[config.mk]
export PLATFORM = sky130hd
export DESIGN_NAME = smg_core_p_flat
export DESIGN_NICKNAME = d
export VERILOG_FILES = /design/src/rtl/smg_core_p_if.sv /design/src/rtl/smg_core_p.sv /design/src/flat_wrapper.sv
export SDC_FILE = /design/constraint.sdc
export NUM_CORES = 1
export LEC_CHECK = 0
export ABC_AREA = 1
export ABC_CLOCK_PERIOD_IN_PS = 2500
export BUFFER_PORTS_ARGS = -buffer_cell sky130_fd_sc_hd__buf_4
export CAP_MARGIN = 10
export CORE_MARGIN = 2
export CORE_UTILIZATION = 45
export DETAILED_ROUTE_END_ITERATION = 16
export PLACE_DENSITY = 0.71
export SKIP_LAST_GASP = 1
export SLEW_MARGIN = 20
export SYNTH_ARGS = -nofsm -noshare
export SYNTH_HDL_FRONTEND = slang
export SYNTH_SLANG_ARGS = --single-unit
[constraint.sdc]
create_clock -name clk -period 2.5 [get_ports clk]
set_clock_uncertainty 0.15 [all_clocks]
set_input_delay 0.25 -clock clk [delete_from_list [all_inputs] [get_ports clk]]
set_output_delay 0.25 -clock clk [all_outputs]
set_load 0.005 [all_outputs]
[src/rtl/smg_core_p_if.sv]
// Byte-wide req/ack memory bus between the SMG core and its memory or bridge.
// A transfer completes in any cycle where mem_req and mem_ack are both high.
interface smg_core_p_if #(
  parameter int unsigned ADDR_W = 16
) ();
  logic              mem_req;
  logic              mem_we;
  logic [ADDR_W-1:0] mem_addr;
  logic [7:0]        mem_wdata;
  logic [7:0]        mem_rdata;
  logic              mem_ack;

  modport master (
    output mem_req, mem_we, mem_addr, mem_wdata,
    input  mem_rdata, mem_ack
  );

  modport slave (
    input  mem_req, mem_we, mem_addr, mem_wdata,
    output mem_rdata, mem_ack
  );
endinterface

[src/rtl/smg_core_p.sv]
// Multicycle SMG accumulator core: control FSM and datapath for the AC/R/Z/PC/IR machine,
// talking to byte-wide memory over a req/ack bus with wait states.
module smg_core_p #(
  parameter int unsigned       DATA_W   = 8,
  parameter int unsigned       ADDR_W   = 16,
  parameter logic [ADDR_W-1:0] RESET_PC = '0
) (
  input  logic              clk,
  input  logic              reset,
  smg_core_p_if.master      bus,
  output logic [7:0]        opcode,
  output logic [DATA_W-1:0] ac_out,
  output logic              z_out,
  output logic [ADDR_W-1:0] pc_out,
  output logic              halted,
  output logic              illegal_op
);
  localparam int unsigned NB = DATA_W / 8;
  localparam int unsigned AB = ADDR_W / 8;
  localparam logic [1:0] LastNb = 2'(NB - 1);
  localparam logic [1:0] LastAb = 2'(AB - 1);
  localparam logic [ADDR_W-1:0] AbInc = ADDR_W'(AB);
  localparam logic [ADDR_W-1:0] PcOne = {{(ADDR_W-1){1'b0}}, 1'b1};
  localparam logic [DATA_W-1:0] AcOne = {{(DATA_W-1){1'b0}}, 1'b1};

  localparam logic [2:0] StFetch  = 3'd0;
  localparam logic [2:0] StDecode = 3'd1;
  localparam logic [2:0] StAddr   = 3'd2;
  localparam logic [2:0] StLoad   = 3'd3;
  localparam logic [2:0] StStore  = 3'd4;
  localparam logic [2:0] StHalt   = 3'd5;

  localparam logic [7:0] OpNop  = 8'h00;
  localparam logic [7:0] OpLdac = 8'h01;
  localparam logic [7:0] OpStac = 8'h02;
  localparam logic [7:0] OpMvac = 8'h03;
  localparam logic [7:0] OpMovr = 8'h04;
  localparam logic [7:0] OpJump = 8'h05;
  localparam logic [7:0] OpJmpz = 8'h06;
  localparam logic [7:0] OpJpnz = 8'h07;
  localparam logic [7:0] OpHalt = 8'h10;

  logic [2:0]        state_q, state_d;
  logic [ADDR_W-1:0] pc_q, pc_d, gamma_q, gamma_d;
  logic [7:0]        ir_q, ir_d;
  logic [DATA_W-1:0] ac_q, ac_d, r_q, r_d, ld_q, ld_d;
  logic              z_q, z_d;
  logic [1:0]        cnt_q, cnt_d;
  logic              run_q;

  logic              xfer;
  logic              taken;
  logic              alu_wr;
  logic [DATA_W-1:0] alu;
  logic [ADDR_W-1:0] gamma_nx;
  logic [DATA_W-1:0] ld_nx;

  assign xfer  = bus.mem_req & bus.mem_ack;
  assign taken = ((ir_q == OpJmpz) && z_q) || ((ir_q == OpJpnz) && !z_q);

  // Operand and load bytes arrive low byte first; the holding registers are cleared in DECODE.
  assign gamma_nx = gamma_q | (ADDR_W'(bus.mem_rdata) << {cnt_q, 3'b000});
  assign ld_nx    = ld_q | (DATA_W'(bus.mem_rdata) << {cnt_q, 3'b000});

  // Opcodes 08-0F form the flag-setting ALU group, selected by the low three bits.
  assign alu_wr = (ir_q[7:3] == 5'b00001);

  always_comb begin
    case (ir_q[2:0])
      3'd0:    alu = ac_q + r_q;
      3'd1:    alu = ac_q - r_q;
      3'd2:    alu = ac_q + AcOne;
      3'd3:    alu = '0;
      3'd4:    alu = ac_q & r_q;
      3'd5:    alu = ac_q | r_q;
      3'd6:    alu = ac_q ^ r_q;
      default: alu = ~ac_q;
    endcase
  end

  // run_q holds the bus idle until the first clock after reset release.
  always_comb begin
    bus.mem_req   = 1'b0;
    bus.mem_we    = 1'b0;
    bus.mem_addr  = '0;
    bus.mem_wdata = '0;
    if (run_q) begin
      case (state_q)
        StFetch, StAddr: begin
          bus.mem_req  = 1'b1;
          bus.mem_addr = pc_q;
        end
        StLoad: begin
          bus.mem_req  = 1'b1;
          bus.mem_addr = gamma_q + ADDR_W'(cnt_q);
        end
        StStore: begin
          bus.mem_req   = 1'b1;
          bus.mem_we    = 1'b1;
          bus.mem_addr  = gamma_q + ADDR_W'(cnt_q);
          bus.mem_wdata = 8'(ac_q >> {cnt_q, 3'b000});
        end
        default: ;
      endcase
    end
  end

  always_comb begin
    state_d    = state_q;
    pc_d       = pc_q;
    ir_d       = ir_q;
    ac_d       = ac_q;
    r_d        = r_q;
    z_d        = z_q;
    gamma_d    = gamma_q;
    ld_d       = ld_q;
    cnt_d      = cnt_q;
    illegal_op = 1'b0;
    case (state_q)
      StFetch: begin
        if (xfer) begin
          ir_d    = bus.mem_rdata;
          pc_d    = pc_q + PcOne;
          state_d = StDecode;
        end
      end
      StDecode: begin
        state_d = StFetch;
        cnt_d   = '0;
        gamma_d = '0;
        ld_d    = '0;
        case (ir_q)
          OpNop: ;
          OpLdac, OpStac, OpJump: state_d = StAddr;
          OpJmpz, OpJpnz: begin
            if (taken) state_d = StAddr;
            else       pc_d    = pc_q + AbInc;
          end
          OpMvac: r_d = ac_q;
          OpMovr: ac_d = r_q;
          OpHalt: state_d = StHalt;
          default: begin
            if (alu_wr) begin
              ac_d = alu;
              z_d  = (alu == '0);
            end else begin
              illegal_op = 1'b1;
            end
          end
        endcase
      end
      StAddr: begin
        if (xfer) begin
          gamma_d = gamma_nx;
          pc_d    = pc_q + PcOne;
          cnt_d   = cnt_q + 2'd1;
          if (cnt_q == LastAb) begin
            cnt_d = '0;
            case (ir_q)
              OpLdac:  state_d = StLoad;
              OpStac:  state_d = StStore;
              default: begin
                pc_d    = gamma_nx;
                state_d = StFetch;
              end
            endcase
          end
        end
      end
      StLoad: begin
        if (xfer) begin
          ld_d  = ld_nx;
          cnt_d = cnt_q + 2'd1;
          if (cnt_q == LastNb) begin
            ac_d    = ld_nx;
            cnt_d   = '0;
            state_d = StFetch;
          end
        end
      end
      StStore: begin
        if (xfer) begin
          cnt_d = cnt_q + 2'd1;
          if (cnt_q == LastNb) begin
            cnt_d   = '0;
            state_d = StFetch;
          end
        end
      end
      StHalt: ;
      default: state_d = StFetch;
    endcase
  end

  always_ff @(posedge clk or negedge reset) begin
    if (!reset) begin
      state_q <= StFetch;
      pc_q    <= RESET_PC;
      ir_q    <= '0;
      ac_q    <= '0;
      r_q     <= '0;
      z_q     <= 1'b0;
      gamma_q <= '0;
      ld_q    <= '0;
      cnt_q   <= '0;
      run_q   <= 1'b0;
    end else begin
      state_q <= state_d;
      pc_q    <= pc_d;
      ir_q    <= ir_d;
      ac_q    <= ac_d;
      r_q     <= r_d;
      z_q     <= z_d;
      gamma_q <= gamma_d;
      ld_q    <= ld_d;
      cnt_q   <= cnt_d;
      run_q   <= 1'b1;
    end
  end

  assign opcode = ir_q;
  assign ac_out = ac_q;
  assign z_out  = z_q;
  assign pc_out = pc_q;
  assign halted = (state_q == StHalt);
endmodule

[src/flat_wrapper.sv]
// flat-port wrapper written by rule: the top's interface ports become plain ports
module smg_core_p_flat 
#(
  parameter int unsigned       DATA_W   = 8,
  parameter int unsigned       ADDR_W   = 16,
  parameter logic [ADDR_W-1:0] RESET_PC = '0
)
  (clk, reset, opcode, ac_out, z_out, pc_out, halted, illegal_op, bus_mem_req, bus_mem_we, bus_mem_addr, bus_mem_wdata, bus_mem_rdata, bus_mem_ack);
  smg_core_p_if #(.ADDR_W(ADDR_W)) bus_i ();
  input  logic clk;
  input  logic reset;
  output logic [7:0] opcode;
  output logic [DATA_W-1:0] ac_out;
  output logic z_out;
  output logic [ADDR_W-1:0] pc_out;
  output logic halted;
  output logic illegal_op;
  output wire logic [$bits(bus_i.mem_req)-1:0] bus_mem_req;
  output wire logic [$bits(bus_i.mem_we)-1:0] bus_mem_we;
  output wire logic [$bits(bus_i.mem_addr)-1:0] bus_mem_addr;
  output wire logic [$bits(bus_i.mem_wdata)-1:0] bus_mem_wdata;
  input wire logic [$bits(bus_i.mem_rdata)-1:0] bus_mem_rdata;
  input wire logic [$bits(bus_i.mem_ack)-1:0] bus_mem_ack;
  assign bus_mem_req = bus_i.mem_req;
  assign bus_mem_we = bus_i.mem_we;
  assign bus_mem_addr = bus_i.mem_addr;
  assign bus_mem_wdata = bus_i.mem_wdata;
  assign bus_i.mem_rdata = bus_mem_rdata;
  assign bus_i.mem_ack = bus_mem_ack;
  smg_core_p #(.DATA_W(DATA_W), .ADDR_W(ADDR_W), .RESET_PC(RESET_PC)) u_core (.clk(clk), .reset(reset), .bus(bus_i), .opcode(opcode), .ac_out(ac_out), .z_out(z_out), .pc_out(pc_out), .halted(halted), .illegal_op(illegal_op));
endmodule
Yosys cells after proc, flatten, opt, wreduce, memory -nomap -nowiden
Cells that the tools add are included.
{"block": "word_totals", "ff_bits": 71, "in_bits": 11, "output_inout_bits": 61, "word_cells": 133}
{"block": "op_classes", "n_addsub": 7, "n_eq_ne": 32, "n_shift": 3, "muxes": 42, "bitwise_logic": 9, "reduce_logical": 30}
{"op": "two-way mux 16 bit", "count": 8}
{"op": "case mux 16 bit (2 select lines)", "count": 2}
{"op": "case mux 8 bit (7 select lines)", "count": 1}
{"op": "two-way mux 8 bit", "count": 6}
{"op": "case mux 16 bit (3 select lines)", "count": 1}
{"op": "case mux 8 bit (2 select lines)", "count": 3}
{"op": "equality test 8 x 3 -> 1 bit (second input constant)", "count": 4}
{"op": "adder 16 x 1 -> 16 bit (second input constant)", "count": 1}
{"op": "adder 16 x 2 -> 16 bit", "count": 1}
{"op": "adder 16 x 2 -> 16 bit (second input constant)", "count": 1}
{"op": "equality test 8 x 2 -> 1 bit (second input constant)", "count": 2}
{"op": "logical NOT 8 bit", "count": 2}
{"op": "!= test 2 x 1 -> 1 bit (second input constant)", "count": 8}
{"op": "OR 16 bit", "count": 1}
{"op": "OR 8 bit", "count": 2}
{"op": "<< shifter 8 x 5 -> 16 bit", "count": 1}
{"op": "equality test 3 bit (second input constant)", "count": 5}
{"op": "two-way mux 3 bit", "count": 5}
{"op": "case mux 3 bit (5 select lines)", "count": 1}
{"op": "equality test 3 x 2 -> 1 bit (second input constant)", "count": 4}
{"op": "two-way mux 2 bit", "count": 5}
{"op": "AND reduction 5 bit", "count": 2}
{"op": "case mux 3 bit (3 select lines)", "count": 1}
{"op": "OR reduction 9 bit", "count": 1}
{"op": "35 further kinds", "count": 55}

Depth between registers and ports, before layout
Gate-level depths: netlist of run 1.
{"block": "depth", "word_depth": 7, "mapped_depth": 22, "depth_no_buf": 21}

Least setup slack after synthesis of run 1
Ideal clock, no wire load.
{"block": "synth_path", "kind": "flip-flop to flip-flop", "startpoint": "reg u_core.ir_q[2], in the netlist u_core.opcode[2]", "endpoint": "reg u_core.z_q, in the netlist u_core.z_out", "t_arrival_ns": 2.495, "path_slack_ns": -0.265, "stages_incl_launch_ff": 19, "synth_period_minus_slack_ns": 2.765, "cell_sequence": "dfrtp_1 buf_2 inv_2 nand2_1 inv_2 nand2_1 o21ai_0 nor3b_1 ha_1 a21oi_1 nand2b_1 nand3_1 nand2_1 nand2_1 nand3_1 nand3_1 and3_1 nand3_1 nand2_1"}
{"block": "synth_between", "elab_chain_cells": 4}
{"item": "start: declaration", "line_no": "smg_core_p.sv:45", "text": "logic [7:0] ir_q, ir_d;"}
{"item": "start signal: assignment", "line_no": "smg_core_p.sv:210", "text": "ir_q <= ir_d;"}
{"item": "equality test 8 x 3 -> 1 bit (tied with other cells)", "line_no": "smg_core_p.sv:132", "text": "case (ir_q)"}
{"item": "OR reduction 9 bit (no line)"}
{"item": "NOT 1 bit (no line)"}
{"item": "AND reduction 3 bit (no line)"}
{"item": "end signal: assignment", "line_no": "smg_core_p.sv:213", "text": "z_q <= z_d;"}
{"item": "end: declaration", "line_no": "smg_core_p.sv:47", "text": "logic z_q, z_d;"}
Several ways; a longest one is shown, not always the timed one.
A chain may end at the register's enable or synchronous reset.

Final worst setup path of run 1
{"block": "layout_path", "startpoint": "reg u_core.cnt_q[1]", "endpoint": "out bus_mem_addr[7]"}
{"block": "layout_between", "elab_chain_cells": 3}
{"item": "start: declaration", "line_no": "smg_core_p.sv:48", "text": "logic [1:0] cnt_q, cnt_d;"}
{"item": "start signal: assignment", "line_no": "smg_core_p.sv:216", "text": "cnt_q <= cnt_d;"}
{"item": "adder 16 x 2 -> 16 bit", "line_no": "smg_core_p.sv:95, smg_core_p.sv:100"}
{"item": "case mux 16 bit (2 select lines)", "line_no": "smg_core_p.sv:88", "text": "case (state_q)"}
{"item": "two-way mux 16 bit", "line_no": "smg_core_p.sv:87", "text": "if (run_q) begin"}
{"item": "end: declaration", "line_no": "flat_wrapper.sv:20", "text": "output wire logic [$bits(bus_i.mem_addr)-1:0] bus_mem_addr;"}
Every way passes these cells.

==> results of run 1 <==
## worst min path at each step
stage,endpoint,slack [ns]
final,u_core.opcode[1],0.03
after global routing,u_core.opcode[6],0.05
after CTS,u_core.opcode[1],0.02
after detailed placement,u_core.pc_out[2],0.16
after global placement,u_core.pc_out[2],0.16
after floorplan,u_core.ac_out[0],-0.20
## power by group
| group | leakage, nW | internal, W | total, W | switching [W] |
|---|---|---|---|---|
| clock | 0.132 | 0.000714 | 0.00121 | 0.000500 |
| combinational | 2.76 | 0.00299 | 0.00698 | 0.00399 |
| sequential | 0.906 | 0.00149 | 0.00198 | 0.000492 |
| total | 3.80 | 0.00519 | 0.0102 | 0.00498 |
## worst max-delay path: stages (launching register included)
cell	delay [ns]
dfrtp_1	0.41
ha_1	0.31
nand3_2	0.09
nand2_1	0.08
nand2_1	0.07
nor2_1	0.11
nand2_1	0.11
nor2_4	0.16
buf_4	0.13
xnor2_1	0.05
or2_2	0.30
a21oi_2	0.18
buf_4	0.13
## through the flow
stage / utilization / instances
after floorplan: - / 855
after global placement: 0.5674 / 1159
after detailed placement: 0.5674 / 1159
after CTS: 0.6103 / 1190
after global routing: 0.6304 / 1203
final: 0.6304 / 1203
## cell usage in the layout (no fill, tap or decap), types with 7 or more instances in the layout
cell type	n
inv_1	93
a21oi_1	71
o21ai_1	7
nor2_1	88
nor3_1	13
o22ai_1	9
o21ai_0	55
a21oi_2	13
inv_2	12
nor2_2	14
nand2_1	177
nand3_2	14
buf_4	173
nand2_2	15
nand4_1	7
dfrtp_1	68
ha_1	29
o211ai_1	17
o21ai_2	13
clkbuf_16	9
nand3_1	36
## flip-flops by register name (all words and copies together) (netlist names), 2 cells and up
register,count
u_core.gamma_q,16
u_core.pc_out,16
u_core.ac_out,8
u_core.ld_q,8
u_core.opcode,8
u_core.r_q,8
u_core.state_q,3
u_core.cnt_q,2
## cell families (layout without fill, tap and decap cells)
kind of cell,count (synthesis),in the layout,synth area share
buffers and inverters,129,305,0.08797
adder cells (fa/ha/maj),34,34,0.07534
other,1,1,0.0006415
AND/OR/NAND/NOR,393,393,0.2945
XOR/XNOR,10,10,0.01498
multiplexers,2,2,0.003852
flip-flops,71,71,0.3039
AO/OA/AOI/OAI,215,215,0.2188
## routing by layer
metal  track usage  share of wire
met4        0.1438          0.046
met5             0              0
met1        0.3716           0.42
met2        0.4593           0.46
met3       0.04167          0.074
## cell type report
| class | instances | area, um2 |
|---|---|---|
| fillers | 1163 | 4683 |
| repair buffers | 180 | 1394 |
| multi-input cells | 655 | 3896 |
| flip-flops and latches | 71 | 1780 |
| well taps | 172 | 215.2 |
| clock buffers | 13 | 260.3 |
| inverters | 111 | 436.7 |
| clock inverters | 1 | 5.005 |
## timing repair
| item | in CTS | in global routing |
|---|---|---|
| resized for setup | 41 | 45 |
| hold buffers | 1 | 0 |
| buffers inserted | 17 | 14 |
| endpoints found under the hold margin | 44 | 0 |
| endpoints found under the setup margin | 19 | 22 |
| pin swaps | 30 | 42 |
==> metrics.md, run 1 <==
| Metric | Value |
|---|---|
| Outcome | finished, violations left |
| Failing checks | negative setup slack |
| Place WS | -0.2501 ns |
| Gp weighted congestion | 0.9577 |
| Vias in the first global route | 6320 |
| Final wirelength | 19840 um |
| RSZ-0062 raised after global routing | true |
| N_diodes | 0 |
| Timing startpoint of the critical path | u_core.cnt_q[1] |
| Grt total ovfl | 0 |
| Lkg Pwr | 3.797 nW |
| FF+latch count, synth | 71 |
| Largest net degree at the start of global routing | 46 |
| Final instance area | between 7000 and 8000 um2 |
| Crit. End Element | primary output |
| Clock latency on the worst-skew pair | roughly 0.34 ns |
| Hold Crit Depth | 3 |
| Final ANT Viol Nets | 0 |
| Register-to-Register Setup Slack | -0.32 ns |
| Reg2reg end | u_core.ac_out[5] |
| CTS Buf Count | 9 |
| Final net count | 1073 |
| Startpoint Class | register |
| DR vias | 6626 |
| Top FF cell, synth | dfrtp_1 |
| Count of flip-flops with a built-in enable after synthesis | 0 |
| CORE AREA | around 13000 um2 |
| Synthesized area per cell | 6.837 um2 |
| Die width | 118.0 um |
| Sequential-to-total area share from yosys stat | 0.3039 |
| Layout cells sized above 1 | 0.3113 |
| PD cells | between 1000 and 1500 nW/um2 |
| VDD IR-drop max | around 0.57 mV |
| Worst setup path endpoint | bus_mem_addr[7] |
| Total GRT Usage | 0.2846 |
| Worst Hold Class | in2reg |
| Final setup violation count | 18 |
| DP HPWL | 14600 um |
| Final-report hold violation count | 0 |
| First-pass GRT wire length | around 32000 um |
| Top cells by count, synth | 188 x nand2_1, 101 x inv_1, 101 x nor2_1, 83 x a21oi_1, 71 x dfrtp_1 |
| Crit Path Class | reg2out |
| Synth Instances | 855 |
| CTS clock-pin slew for the worst setup and hold paths | 0.06 ns |
| Worst Path Required | 2.10 ns |
| Fin. max-slew vios | 0 |
| Yosys top cell area share | 0.3039 |
| CP Data Arrival Time | 2.49 ns |
| Top cells by area, synth | dfrtp_1 30%, nand2_1 12%, a21oi_1 7.1% |
| Initial Util | 0.4613 |
| Post-place instance area | 7189 um2 |
| Fin Setup TNS | -3.867 ns |
| Worst relative slew slack | 0.5849 |
| Yosys cell types | between 50 and 60 |
| Post-synth net total | 900 |
| Ys async rst share | 1.000 |
| Die Ht | ~120 um |
| Antenna violations before repair | 0 |
| Tcrit/Tclk final | 1.156 |
| CTS sink count | 71 |
| Max capacitance violation total | 0 |
| Drt pass-1 iters | 5 |
| Clock root cell | clkbuf_16 |
| R2R cell count | 16 |
| IO Pins | 72 |
| Max Freq | 346.1 MHz |
| Fin worst setup slack | -0.3895 ns |
| Top-count cell post-synth | nand2_1 |
| Least-Margin Pin Slew | slightly above 0.6 ns |
| Worst Hold Launch | bus_mem_rdata[1] |
| Final critical-path required period | 2.890 ns |
| Die Area | approximately 14000 um2 |
| Post-Syn Area | 5846 um2 |
| Area grow syn2layout | 36.64% |
| Drt drc | 0 |
| Tot Pwr | 0.01017 W |
| Minimum hold slack | 0.02956 ns |
| Port bufs | 71 |
| Drt wl/cell | 16.49 um |
| Critical path fanouts, max | 3 |
| CTS tree | yes |
| Cell taking the most area after synthesis | dfrtp_1 |
| Reg2reg start | u_core.opcode[1] |
| Row cnt | 41 |
| H-tree Lvls | 3 |
| Yosys warnings | 0 |
| CTS Buffer Depth | 2 |
| Vias per inst | 5.508 |
| Initial DRC count | 572 |
(Power assumes the default switching activity.)
==> run 2, diff against run 1 <==
Settings changed: ABC_AREA 1 to unset.
==> run 2 against run 1 <==
  * The flow still finishes with violations (negative setup slack)
  * Synthesized cell count decreased by 15%
  * Via count decreased by 1.3%
  * Clock-buffer cell count decreased by 4
  * Flip-flop and latch count unchanged
  * Total power decreased by 4.7%
  * First-iteration DRC count increased by 31%
==> metrics.md, run 2 <==
| Metric | Value |
|---|---|
| Outcome | finished, violations left |
| Failing checks | negative setup slack |
| Top cells by count, synth | 79 x nor2_1, 72 x a21oi_1, 71 x dfrtp_1, 50 x nand2_1, 49 x o21ai_0 |
| Crit Path Class | reg2reg |
| Max capacitance violation total | 0 |
| Port bufs | 71 |
| Clock latency on the worst-skew pair | 0.36 ns |
| FF+latch count, synth | 71 |
| Yosys cell types | between 70 and 80 |
| CTS clock-pin slew for the worst setup and hold paths | approximately 0.07 ns |
| Initial DRC count | 752 |
| Largest net degree at the start of global routing | 38 |
| Final instance area | 8094 um2 |
| Die Ht | between 100 and 150 um |
| Vias in the first global route | 6214 |
| Least-Margin Pin Slew | 0.5678 ns |
| Total GRT Usage | 0.2950 |
| Final net count | between 900 and 1000 |
| DP HPWL | 14810 um |
| Reg2reg end | u_core.z_out |
| Worst Hold Launch | bus_mem_rdata[2] |
| Worst relative slew slack | 0.6215 |
| Ys async rst share | 1.000 |
| Vias per inst | 6.124 |
| Post-synth net total | between 700 and 800 |
| Drt pass-1 iters | 5 |
| Gp weighted congestion | 0.9403 |
| Cells along the critical path | inv_2 -> ha_4 -> nor3b_4 -> and3_1 -> nor3_1 -> a21oi_1 -> o21ai_1 -> ha_1 -> buf_6 -> nand2b_1 -> or4_1 -> nand4_1 -> nor4_2 -> a32o_1 |
| CP Data Arrival Time | 3.01 ns |
| Crit. End Element | register |
| Timing startpoint of the critical path | u_core.r_q[0] |
| Fin. max-slew vios | 0 |
| Final-report hold violation count | 0 |
| Row cnt | 41 |
| Top cells by area, synth | dfrtp_1 30%, ha_1 6.8%, a21oi_1 6.1% |
| Hold Crit Depth | 3 |
| Die Area | around 14000 um2 |
| CORE AREA | around 13000 um2 |
| Post-place instance area | 7174 um2 |
| Clock root cell | clkbuf_16 |
| Synthesized area per cell | 8.064 um2 |
| Max Freq | ~340 MHz |
| CTS tree | yes |
| Crit path largest cell delay | 0.42 ns |
| Count of flip-flops with a built-in enable after synthesis | 0 |
| DR vias | 6540 |
| Place WS | -0.5415 ns |
| RSZ-0062 raised after global routing | true |
| Worst path slowest cell | or4_1 |
| VDD IR-drop max | 0.5072 mV |
| Layout cells sized above 1 | 0.3326 |
| H-tree Lvls | 3 |
| Final wirelength | approximately 20000 um |
| Yosys top cell area share | 0.3026 |
| Lkg Pwr | 3.648 nW |
| IO Pins | 72 |
| Top-count cell post-synth | nor2_1 |
| Final ANT Viol Nets | 0 |
| First-pass GRT wire length | 33050 um |
| CTS Buf Count | 9 |
| Most frequent cells in the layout | 185 x buf_4, 75 x nor2_1, 69 x a21oi_1 |
| Final critical-path required period | 2.909 ns |
| Reg2reg start | u_core.r_q[0] |
| Area grow syn2layout | 37.87% |
| N_diodes | 0 |
| Startpoint Class | register |
| Worst Hold Class | in2reg |
| Drt drc | 0 |
| Yosys warnings | 0 |
| Initial Util | 0.4633 |
| Die width | 118.2 um |
| Number of filler cells placed in the layout | 1095 |
| Worst Path Required | 2.60 ns |
| Minimum hold slack | between 0.06 and 0.07 ns |
| Final setup violation count | 14 |
| PD cells | 1197 nW/um2 |
| Synth Instances | 728 |
| Fin worst setup slack | -0.4091 ns |
| CTS sink count | 71 |
| Drt wl/cell | 19.27 um |
| Critical path fanouts, max | 5 |
| Most common cell after layout, fill and taps aside | buf_4 |
| Cell taking the most area after synthesis | dfrtp_1 |
| R2R cell count | 14 |
| Grt total ovfl | 0 |
| Antenna violations before repair | 0 |
| Top FF cell, synth | dfrtp_1 |
| Tcrit/Tclk final | 1.164 |
| CTS Buffer Depth | 2 |
| Register-to-Register Setup Slack | -0.41 ns |
| Post-Syn Area | 5871 um2 |
| Sequential-to-total area share from yosys stat | 0.3026 |
| Hold Path Sink | u_core.opcode[2] |
==> run 2: metal layers <==
layer	vias up	track usage	wire [um]
met5	-	0	0
met1	3172	0.4276	9008
met4	0	0.09563	474
met2	347	0.4577	9325
met3	45	0.03427	1775
li1	2976	-	-
==> run 2: report_power, final <==
group | switching [W] | total [W] | leakage, nW | internal [W]
Clock | 0.000579 | 0.00136 | 0.143 | 0.000785
Sequential | 0.000582 | 0.00210 | 0.915 | 0.00152
Combinational | 0.00332 | 0.00623 | 2.59 | 0.00291
Total | 0.00448 | 0.00969 | 3.65 | 0.00521
==> run 2: cell type report <==
cell class                      count  area [um2]  area share
Multi-Input combinational cell    574        4105      0.5072
Timing Repair Buffer              197        1530      0.1891
Inverter                           38       150.1     0.01855
Clock buffer                        9       225.2     0.02783
Sequential cell                    71        1788      0.2209
Clock inverter                      7       80.08    0.009893
Tap cell                          172       215.2     0.02659
==> run 2: what timing repair did <==
action	CTS	global route
gates resized for setup	46	45
hold buffers	2	0
endpoints found under the hold margin	36	0
endpoints found under the setup margin	31	45
buffers inserted	13	13
pin swaps	22	37
==> run 2: worst max path at each step <==
stage / slack [ns] / cells past startpoint / end
4_1_cts: -0.36 / 15 / u_core.z_out
6_report: -0.41 / 14 / u_core.z_out
3_3_place_gp: -0.42 / 13 / u_core.z_out
5_1_grt: -0.57 / 14 / u_core.z_out
2_1_floorplan: -0.62 / 16 / u_core.z_out
3_5_place_dp: -0.54 / 13 / u_core.z_out
==> run 2: critical path, delay by kind of cell (launching register included) <==
kind / cells / cell delay [ns]
fa+ha+maj: 2 / 0.50
simple gates: 7 / 1.11
flops: 1 / 0.38
compound gates: 3 / 0.47
buf+inv: 2 / 0.19
==> run 2: cells by family after synthesis <==
group                      synth area share
and+or+nand+nor                      0.2274
AOI/OAI and AO/OA                    0.2466
buffers and inverters               0.06031
DFF                                  0.3026
adders and majority gates           0.07502
xor gates and xnor gates            0.04327
muxes                               0.04412
other                             0.0006388
==> run 2: stage by stage <==
| step | util | TNS [ns] | cells | total power [W] |
|---|---|---|---|---|
| 2_1_floorplan | - | -2.250 | 728 | 0.005279 |
| 3_3_place_gp | 0.5662 | -1.704 | 1025 | 0.007407 |
| 3_5_place_dp | 0.5662 | -2.315 | 1025 | 0.007569 |
| 4_1_cts | 0.6166 | -2.118 | 1056 | 0.009225 |
| 5_1_grt | 0.6388 | -4.411 | 1068 | 0.01030 |
| 6_report | 0.6388 | -2.347 | 1068 | 0.009692 |
==> run 3, diff against run 2 <==
Settings changed: CORE_ASPECT_RATIO set to 2.
==> run 3 against run 2 <==
  * The run still ends with negative setup slack left
  * Via count fell by 1.8%
  * Non-clock buffer count fell by 3
  * Sequential share of layout area rose by 0.24 points
  * Register-to-register slack barely moved
  * Sequential power fell by 2%
  * Final area fell by 1.3%
  * Critical path type unchanged
  * Largest cell class unchanged
==> metrics.md, run 3 (same netlist as run 2, synthesis figures left out) <==
| Metric | Value |
|---|---|
| Outcome | finished, violations left |
| Failing checks | negative setup slack |
| Antenna violations before repair | 0 |
| Final instance area | ~8000 um2 |
| Final-report hold violation count | 0 |
| Placed cells | between 1000 and 1500 |
| DR vias | 6422 |
| Gp weighted congestion | 0.9247 |
| Die Area | 14030 um2 |
| Row cnt | 59 |
| Tcrit/Tclk final | 1.161 |
| Port bufs | 71 |
| Crit. End Element | register |
| Initial Util | 0.4570 |
| VDD IR-drop max | between 0.6 and 0.7 mV |
| Drt wl/cell | 18.75 um |
| CTS tree | yes |
| Lkg Pwr | 3.587 nW |
| Worst relative slew slack | 0.5873 |
| Final wirelength | 19550 um |
| Final net count | 933 |
| Critical path fanouts, max | 4 |
| Most common cell after layout, fill and taps aside | buf_4 |
| Crit Path Class | reg2reg |
| Bufs and invs on worst path | 0 |
| Largest net degree at the start of global routing | 66 |
| Clock root cell | clkbuf_16 |
| Post-place instance area | 7169 um2 |
| First-pass GRT wire length | 31100 um |
| Drt drc | 0 |
| Worst Hold Class | in2reg |
| Startpoint Class | register |
| CTS clock-pin slew for the worst setup and hold paths | around 0.06 ns |
| Minimum hold slack | around 0.05 ns |
| Layout cells sized above 1 | 0.3322 |
| Delay-heaviest family, CP | simple AND/OR/NAND/NOR gates |
| Max capacitance violation total | 0 |
| Final critical-path required period | 2.903 ns |
| Post-layout util | 0.6220 |
| Grt total ovfl | 0 |
| Max Freq | 344.4 MHz |
| Cell Count, Final, Fillers Out | ~1000 |
| N_diodes | 0 |
| Crit path largest cell delay | ~0.44 ns |
| Final ANT Viol Nets | 0 |
| PD cells | 1204 nW/um2 |
| CP Data Arrival Time | ~3.0 ns |
| RSZ-0062 raised after global routing | true |
| Final setup violation count | 13 |
| Die width | roughly 85 um |
| IO Pins | 72 |
| CTS Buffer Depth | 2 |
| Most frequent cells in the layout | 182 x buf_4, 73 x nor2_1, 67 x a21oi_1 |
| Fin worst setup slack | -0.4032 ns |
| H-tree Lvls | 3 |
| Number of filler cells placed in the layout | about 1100 |
| CTS sink count | 71 |
| Total GRT Usage | 0.2763 |
| Clock latency on the worst-skew pair | 0.34 ns |
| Area grow syn2layout | 36.08% |
| CTS Buf Count | 9 |
| Least-Margin Pin Slew | 0.6144 ns |
| Die Ht | ~170 um |
| Vias per inst | 6.157 |
| Worst Path Required | 2.63 ns |
| Drt pass-1 iters | 5 |
| Fin. max-slew vios | 0 |
| Worst path slowest cell | dfrtp_2 |
| Initial DRC count | approximately 640 |
| Vias in the first global route | 5951 |
| Cells along the critical path | nand2b_1 -> nor3_2 -> a21oi_1 -> o21ai_1 -> ha_1 -> a21o_1 -> or3_4 -> a32oi_2 -> o211ai_1 -> nor4_2 -> a32o_1 |
| DP HPWL | between 10000 and 15000 um |
| CORE AREA | between 10000 and 15000 um2 |
run 3: cell count changes in the layout (fill, tap and decap cells not counted), moves of 3 or more:
cell     delta
dfrtp_1     +3
nand3_2     -3
nor3_4      -3
nor3_2      +3
dfrtp_2     -3
nand3_1     +4
a21oi_2     +3
buf_4       -3
inv_6       -3
run 3: path summary, 6_finish.rpt:
kind                       slack (ns)  cells after the start              from                to
max in group asynchronous        1.49                      3             reset  u_core.opcode[0]
max                             -0.40                     11  u_core.opcode[2]      u_core.z_out
max reg2reg                     -0.40                     11  u_core.opcode[2]      u_core.z_out
min reg2reg                      0.34                      1    u_core.ld_q[5]    u_core.ld_q[5]
min                              0.05                      3  bus_mem_rdata[0]  u_core.opcode[0]
min in group asynchronous        0.12                      2             reset     u_core.r_q[6]
run 3: metal layers:
metal	vias up	GRT usage	share of wire
li1	2978	-	-
met1	3073	0.3864	0.43
met2	314	0.4352	0.47
met3	57	0.03579	0.067
met4	0	0.1053	0.037
met5	-	0	0
run 3: area by class of cell:
type                    instances  area [um2]  area share
clock buffers                  10       239.0     0.02991
clock inverters                 4       47.55    0.005951
inverters                      38       152.6     0.01911
multi-input cells             574        4058      0.5079
flip-flops and latches         71        1784      0.2233
well taps                     152       190.2     0.02381
repair buffers                194        1518      0.1900
run 3: report_power, final:
part	internal (W)	total, W	leakage (nW)	switching, W
clock network	0.000785	0.00129	0.140	0.000508
logic	0.00296	0.00627	2.53	0.00331
registers	0.00152	0.00205	0.919	0.000535
run 3: per-stage QoR:
step	total power (W)	setup WS (ns)	TNS, ns
2_1_floorplan	0.005279	-0.6192	-2.250
3_3_place_gp	0.007392	-0.4488	-1.994
3_5_place_dp	0.007526	-0.5340	-2.407
4_1_cts	0.009173	-0.3389	-1.619
5_1_grt	0.01025	-0.5578	-3.727
6_report	0.009619	-0.4032	-2.111
run 3: tightest hold or removal path, stage by stage:
cell	delay (ns)
buf_4	0.13
nand2_1	0.06
o21ai_0	0.06
run 3: repair_timing:
action | in CTS | in global routing
setup buffers | 14 | 9
pin swaps | 21 | 27
hold buffers | 1 | 0
resized for setup | 49 | 38
hold endpoints to repair | 71 | 0
cloned | 0 | 0
endpoints found under the setup margin | 31 | 40
